### src/rtl/clkgen_pkg.sv
// Shared constants and types for the multi-channel clock/tick generator.
// Optional SYNC phase-align feature is enabled by defining CLKGEN_SYNC_EN.
package clkgen_pkg;

    localparam int          CNT_W_DEF     = 32;
    localparam int          CH_IDX_W      = 4;
    localparam int          MAX_CH        = 16;
    localparam int unsigned RESET_DIV_DEF = 25_000_000;

    typedef logic [CNT_W_DEF-1:0] div_t;

endpackage

### src/rtl/clkgen_chan.sv
// One generator channel: half-period counter, active/pending divisor, square output and rise tick.
// The sync input is tied low by the top unless CLKGEN_SYNC_EN is defined.
module clkgen_chan
    import clkgen_pkg::*;
#(
    parameter int               CNT_W     = CNT_W_DEF,
    parameter logic [CNT_W-1:0] RESET_DIV = CNT_W'(RESET_DIV_DEF)
) (
    input  logic             clk,
    input  logic             reset,
    input  logic             en,
    input  logic             sync,
    input  logic             wr,
    input  logic [CNT_W-1:0] div,
    output logic             ck,
    output logic             tick,
    output logic             pend
);

    localparam logic [CNT_W-1:0] ONE = CNT_W'(1);

    logic [CNT_W-1:0] cnt;
    logic [CNT_W-1:0] div_act;
    logic [CNT_W-1:0] div_pend;
    logic [CNT_W-1:0] next_div;
    logic             stopped;
    logic             terminal;

    always_comb begin
        stopped  = !en || (div_act == '0);
        terminal = !stopped && (cnt == div_act - ONE);
        // A write landing on the apply cycle supersedes the stored pending value.
        next_div = wr ? div : div_pend;
    end

    // NOTE: all state updates are non-blocking so every branch reads pre-edge values.
    always_ff @(posedge clk) begin
        if (reset) begin
            cnt      <= '0;
            ck       <= 1'b0;
            tick     <= 1'b0;
            pend     <= 1'b0;
            div_act  <= RESET_DIV;
            div_pend <= RESET_DIV;
        end else if (sync) begin
            cnt  <= '0;
            ck   <= 1'b0;
            tick <= 1'b0;
            if (wr) div_pend <= div;
            if (wr || pend) begin
                div_act <= next_div;
                pend    <= 1'b0;
            end
        end else begin
            if (wr) div_pend <= div;
            if (stopped) begin
                cnt  <= '0;
                ck   <= 1'b0;
                tick <= 1'b0;
                if (wr) begin
                    pend <= 1'b1;
                end else if (pend) begin
                    div_act <= div_pend;
                    pend    <= 1'b0;
                end
            end else if (terminal) begin
                cnt  <= '0;
                ck   <= ~ck;
                tick <= ~ck;
                if (wr || pend) begin
                    div_act <= next_div;
                    pend    <= 1'b0;
                end
            end else begin
                cnt  <= cnt + ONE;
                tick <= 1'b0;
                if (wr) pend <= 1'b1;
            end
        end
    end

endmodule

### src/rtl/clkgen_multi.sv
// NUM_CH independent programmable clock/tick channels with a shared divisor write port.
// Define CLKGEN_SYNC_EN to add the SYNC phase-align input.
module clkgen_multi
    import clkgen_pkg::*;
#(
    parameter int          NUM_CH    = 4,
    parameter int          CNT_W     = CNT_W_DEF,
    parameter int unsigned RESET_DIV = RESET_DIV_DEF
) (
    input  logic                CLK,
    input  logic                RESET,
    input  logic [NUM_CH-1:0]   CH_EN,
    input  logic                CFG_WR,
    input  logic [CH_IDX_W-1:0] CFG_CH,
    input  logic [CNT_W-1:0]    CFG_DIV,
`ifdef CLKGEN_SYNC_EN
    input  logic                SYNC,
`endif
    output logic [NUM_CH-1:0]   CK_OUT,
    output logic [NUM_CH-1:0]   TICK,
    output logic [NUM_CH-1:0]   PEND
);

    logic sync_int;

`ifdef CLKGEN_SYNC_EN
    assign sync_int = SYNC;
`else
    assign sync_int = 1'b0;
`endif

    for (genvar ch = 0; ch < NUM_CH; ch++) begin : g_ch
        logic wr_ch;

        // Out-of-range channel indices match no instance and are dropped.
        assign wr_ch = CFG_WR && (CFG_CH == CH_IDX_W'(ch));

        clkgen_chan #(
            .CNT_W     (CNT_W),
            .RESET_DIV (CNT_W'(RESET_DIV))
        ) u_chan (
            .clk  (CLK),
            .reset(RESET),
            .en   (CH_EN[ch]),
            .sync (sync_int),
            .wr   (wr_ch),
            .div  (CFG_DIV),
            .ck   (CK_OUT[ch]),
            .tick (TICK[ch]),
            .pend (PEND[ch])
        );
    end

endmodule

### config.mk
export PLATFORM = sky130hd
export DESIGN_NAME = clkgen_multi
export DESIGN_NICKNAME = d
export VERILOG_FILES = /design/src/rtl/clkgen_pkg.sv /design/src/rtl/clkgen_chan.sv /design/src/rtl/clkgen_multi.sv
export SDC_FILE = /design/constraint.sdc
export NUM_CORES = 1
export LEC_CHECK = 0
export ABC_CLOCK_PERIOD_IN_PS = 6000
export CORE_MARGIN = 3
export CORE_UTILIZATION = 45
export DETAILED_ROUTE_END_ITERATION = 6
export SYNTH_ARGS = -nofsm -noshare
export SYNTH_HDL_FRONTEND = slang
export SYNTH_SLANG_ARGS = --single-unit
### constraint.sdc
create_clock -name CLK -period 6 [get_ports CLK]
set_clock_uncertainty 0.1 [all_clocks]
set_input_delay 0.6 -clock CLK [delete_from_list [all_inputs] [get_ports CLK]]
set_output_delay 0.6 -clock CLK [all_outputs]
set_load 0.1 [all_outputs]
# Word level (Yosys, flattened, before mapping)
# Cells that the tools add are included.
[op_classes]
bitwise = 8
n_mux = 44
reduce_logical = 61
add_sub_neg = 8
n_eq_ne = 19
[op_table]
columns = ["op", "n"]
rows = [
  ["two-way mux 32 bit", 24],
  ["adder 32 x 1 -> 32 bit, second input constant", 4],
  ["== test 32 bit", 4],
  ["logical NOT 32 bit", 4],
  ["subtractor 32 x 1 -> 32 bit, second input constant", 4],
  ["OR reduction 3 bit", 8],
  ["two-way mux 1 bit", 20],
  ["AND reduction 4 bit", 4],
  ["nonzero test 2 bit", 8],
  ["!= test 3 x 2 -> 1 bit, second input constant", 4],
  ["nonzero test 3 bit", 4],
  ["== test 4 x 2 -> 1 bit, second input constant", 2],
  ["logical AND 1 bit", 8],
  ["logical NOT 1 bit", 8],
  ["logical OR 1 bit", 8],
  ["!= test 2 x 1 -> 1 bit, second input constant", 4],
  ["!= test 2 bit, second input constant", 4],
  ["NOT 1 bit", 8],
  ["AND reduction 2 bit", 4],
  ["OR reduction 2 bit", 4],
  ["== test 4 x 1 -> 1 bit, second input constant", 1],
  ["logical NOT 4 bit", 1],
]
[totals]
word_cells = 164
regBits = 396

# Depth between registers and ports, before layout
[depth]
word_depth = 6
ltp_mapped = 14
ltp_nobuf = 11

# Cells and area by module
# From an unflattened synthesis, not the netlist that was laid out.
[hier_totals]
hier_cells = 2850
area_unflattened_um2 = 23177.2
[modules_own_cells]
columns = ["mod", "area_each_um2", "cells_per_inst", "seq_area_each_um2", "instances"]
rows = [
  ["clkgen_chan at g_ch[0].u_chan ...", 5666.7, 696, 1981.9, 2],
  ["clkgen_chan at g_ch[2].u_chan", 6162.2, 774, 1981.9, 1],
  ["clkgen_chan at g_ch[3].u_chan", 5612.9, 678, 1981.9, 1],
  ["clkgen_multi", 68.8, 6, 0.0, 1],
]

# Worst setup path after synthesis
# OpenSTA, ideal clock, no wires.
[synth_timing]
path_kind = "register to register"
from = "register g_ch[1].u_chan.div_act[0]"
to = "register g_ch[1].u_chan.div_act[12]"
arrival_ns = 3.384
synth_period_minus_slack_ns = 3.626
setup_ns = 0.143
setup_slack_ns = 2.374
path_buffers = 3
path_stages_with_launch = 15
path_cell_list = "dfxtp_1 > inv_1 > ha_1 > nor4b_2 > nand4_1 > or2_1 > buf_2 > xnor2_1 > nand4_1 > or4_1 > or4b_1 > buf_2 > buf_2 > a211oi_1 > a221oi_1"
[synth_between]
elab_chain_len = 6
word_cells_on_any_way = 12
cone_classes = "add/sub (1); eq/ne (3); mux (1); reduce/logical (7)"
[synth_lines]
columns = ["element", "line_no", "rtl"]
rows = [
  ["from (decl)", "clkgen_chan.sv:23", "logic [CNT_W-1:0] div_act;"],
  ["from (signal assigned)", "clkgen_chan.sv:51", "div_act <= next_div;"],
  ["from (signal assigned)", "clkgen_chan.sv:63", "div_act <= div_pend;"],
  ["from (signal assigned)", "clkgen_chan.sv:71", "div_act <= next_div;"],
  ["branches (longest 6 deep; another with subtractor 32 x 1 -> 32 bit)", "-", ""],
]
# Several ways; the timed one is not identified.
# A chain may end at the register's enable or synchronous reset.

# Worst setup path in the final report
[layout_timing]
from = "register g_ch[1].u_chan.div_act[0]"
to = "register g_ch[1].u_chan.div_act[5]"
# The elaborated chain is that of the path after synthesis.

==> metrics.txt <==
RSZ-0062 raised after global routing=no; Worst setup EP type=flop; post-place instance area=approximately 22000 um2; Final nets=~2600; Final min period=about 4.5 ns; syn_area_per_cell=8.13 um2; Area Overhead vs Synth=9.36%; first-pass GRT wire length=~95000 um; Fin Setup TNS=0 ns; initial antenna violation count=0; post-synthesis sequential area ratio=0.367; Cell Area, Synth=approximately 22000 um2; worst setup margin=1.51 ns; maximum vdd drop=0.248 mV; clk sinks=396; # DRC=0; GRT overflow=0; later-pin clock latency in the skew report=0.58 ns; post-place setup slack=between 1.5 and 2 ns; placed cells=~3100; IO Port Bufs=54; H-tree depth=2; Synth top cells by count=dfxtp_1, nand2_1, nor2_1, xnor2_1, clkbuf_1; die width=225 um; CTS Root Cell=clkbuf_16; vias in the first global route=17100; Syn. warnings=0; Post-Route WL=just under 60000 um; leak pwr=between 7 and 8 nW; Vias/cell=5.67; Design Area, Final=between 20000 and 25000 um2; Slew Limit Fails=0; drt pass-1 iters=6; outcome=finished clean; Max clock buf depth=3; clock-pin slew of the registers on the worst-case setup and hold paths=0.06 ns; crit-path most repeated cell=nand4_1; initial detailed-routing violation count=1203; Slew Limit Headroom=0.243; part of the cycle the worst path needs=0.748; via count=18200; main area contributors after synthesis=dfxtp_1, xnor2_1, nand2_1, xor2_1, nor2_1; Synth top area share=0.367; Fin. Hold Viols=0; most frequent cell after synthesis=dfxtp_1; Slowest-stage cell, CP=or4b_1; syn_nets=2712; # hold bufs at CTS=0; CP delay by family, top=simple AND/OR/NAND/NOR gates; die height=225 um; flops & latches, synth=396; Crit path buffers/inverters=2; Power Density=240 nW/um2; top_reg_cell synth=dfxtp_1; Routed wire per std cell=18.4 um; Synth area leader=dfxtp_1; largest net degree at the start of global routing=99; core area=between 40000 and 50000 um2; MaxCap Viol Count=0; worst slew pin tran=between 1 and 1.5 ns; Routability Congestion=0.888; crit path kind=reg2reg; TritonCTS buffer count=44; Critical Path RT=6.42 ns; Post-Synthesis Cells=2661; Filler Cells Inserted=4575; Tot GR Track Use=0.230; fraction of registers with async set/reset=0; HP Class=reg2reg; Worst EP arrival=4.91 ns; EDFF count, synth=0; postcts setup bufs=0; synth unique cells=a little over 80; Worst setup SP type=flop; CTS tree=yes; Initial Utilization=0.460; CP max stage delay=0.74 ns; die area=50700 um2; Ports=55; critical path cell sequence=inv_1, ha_1, nor4b_2, nand4_1, or2_1, xnor2_1, nand4_1, or4_1, or4b_1, buf_4, a211oi_1, a221o_1; # setup viols final=0; Final ANT Viol Nets=0; row count=79; CP Max Fanout=23; Final Non-Filler Cells=3213; fmax=223 MHz; share of post-route cells with drive strength above 1=0.0580; post-DP HPWL=40900 um; Tot Pwr=0.00567 W; post-CTS sizing=0
## cell usage in the layout (no fill, tap or decap), types with 26 or more instances in the layout
master,instances
o31ai_1,26
nor3_1,71
inv_1,67
dfxtp_1,396
nor2_1,288
a211oi_1,105
clkbuf_16,45
nand2_1,353
buf_4,27
xor2_1,126
a21oi_1,126
nand3_1,77
mux2i_1,94
nand3b_1,53
nand4_1,41
nor4_1,56
clkdlybuf4s50_1,53
xnor2_1,156
nor2b_1,60
and3_1,29
## final timing paths
check | startpoint | depth (start not counted) | slack [ns] | to
max | g_ch[1].u_chan.div_act[0]$_SDFFE_PP0P_ | 12 | 1.51 | g_ch[1].u_chan.div_act[5]$_SDFFE_PP0P_
min reg2reg | g_ch[2].u_chan.div_pend[23]$_SDFF_PP0_ | 2 | 0.35 | g_ch[2].u_chan.div_pend[23]$_SDFF_PP0_
min | g_ch[2].u_chan.div_pend[23]$_SDFF_PP0_ | 2 | 0.35 | g_ch[2].u_chan.div_pend[23]$_SDFF_PP0_
max reg2reg | g_ch[1].u_chan.div_act[0]$_SDFFE_PP0P_ | 12 | 1.51 | g_ch[1].u_chan.div_act[5]$_SDFFE_PP0P_
## sequential cells by signal, indices dropped and copies added, names as in the netlist
signal,count
g_ch.u_chan.cnt,128
g_ch.u_chan.div_act,128
g_ch.u_chan.div_pend,128
g_ch.u_chan.ck,4
g_ch.u_chan.pend,4
g_ch.u_chan.tick,4
## area by class of cell
type / count / area [um2] / share of cell area
clock inverters: 12 / 168 / 0.00709
clock buffers: 66 / 1280 / 0.0543
well taps: 607 / 759 / 0.0321
diodes: 1 / 2.50 / 0.000106
inverters: 67 / 251 / 0.0106
repair buffers: 81 / 747 / 0.0316
flip-flops and latches: 396 / 7930 / 0.335
multi-input cells: 1983 / 12500 / 0.529
## tightest hold or removal path: stages, from the launching register on
cell and delay (ns):
dfxtp_1 0.31, nand2_1 0.05, a21oi_1 0.05
## power breakdown
part           internal (W)  switching [W]  total (W)
sequential          0.00265      0.0000166    0.00267
clock               0.00165        0.00110    0.00275
combinational     0.0000807       0.000175   0.000256
## per-layer routing
metal / global-route usage / share of wire / vias to the layer above
met2: 0.364 / 0.45 / 408
met4: 0.0677 / 0.024 / 0
met3: 0.0323 / 0.047 / 84
li1: - / - / 9095
met5: 0 / 0 / -
met1: 0.326 / 0.48 / 8638
## cells by family (layout without fill, tap and decap cells)
| family | after synthesis | count (layout) | synth area share |
|---|---|---|---|
| AND/OR/NAND/NOR | 1182 | 1182 | 0.274 |
| AO/OA/AOI/OAI | 399 | 399 | 0.128 |
| flip-flops | 396 | 396 | 0.367 |
| XOR/XNOR | 282 | 282 | 0.114 |
| buffers and inverters | 282 | 226 | 0.0567 |
| multiplexers | 112 | 112 | 0.0555 |
| adder cells (fa/ha/maj) | 8 | 8 | 0.00463 |
| other | 0 | 1 | 0 |
## stage by stage
step	hold slack, ns	utilization
floorplan	0.333	-
global placement	0.341	0.472
detailed placement	0.346	0.472
CTS	0.354	0.503
global route	0.370	0.503
finish	0.353	0.503
Power figures use the tool's default switching activity.
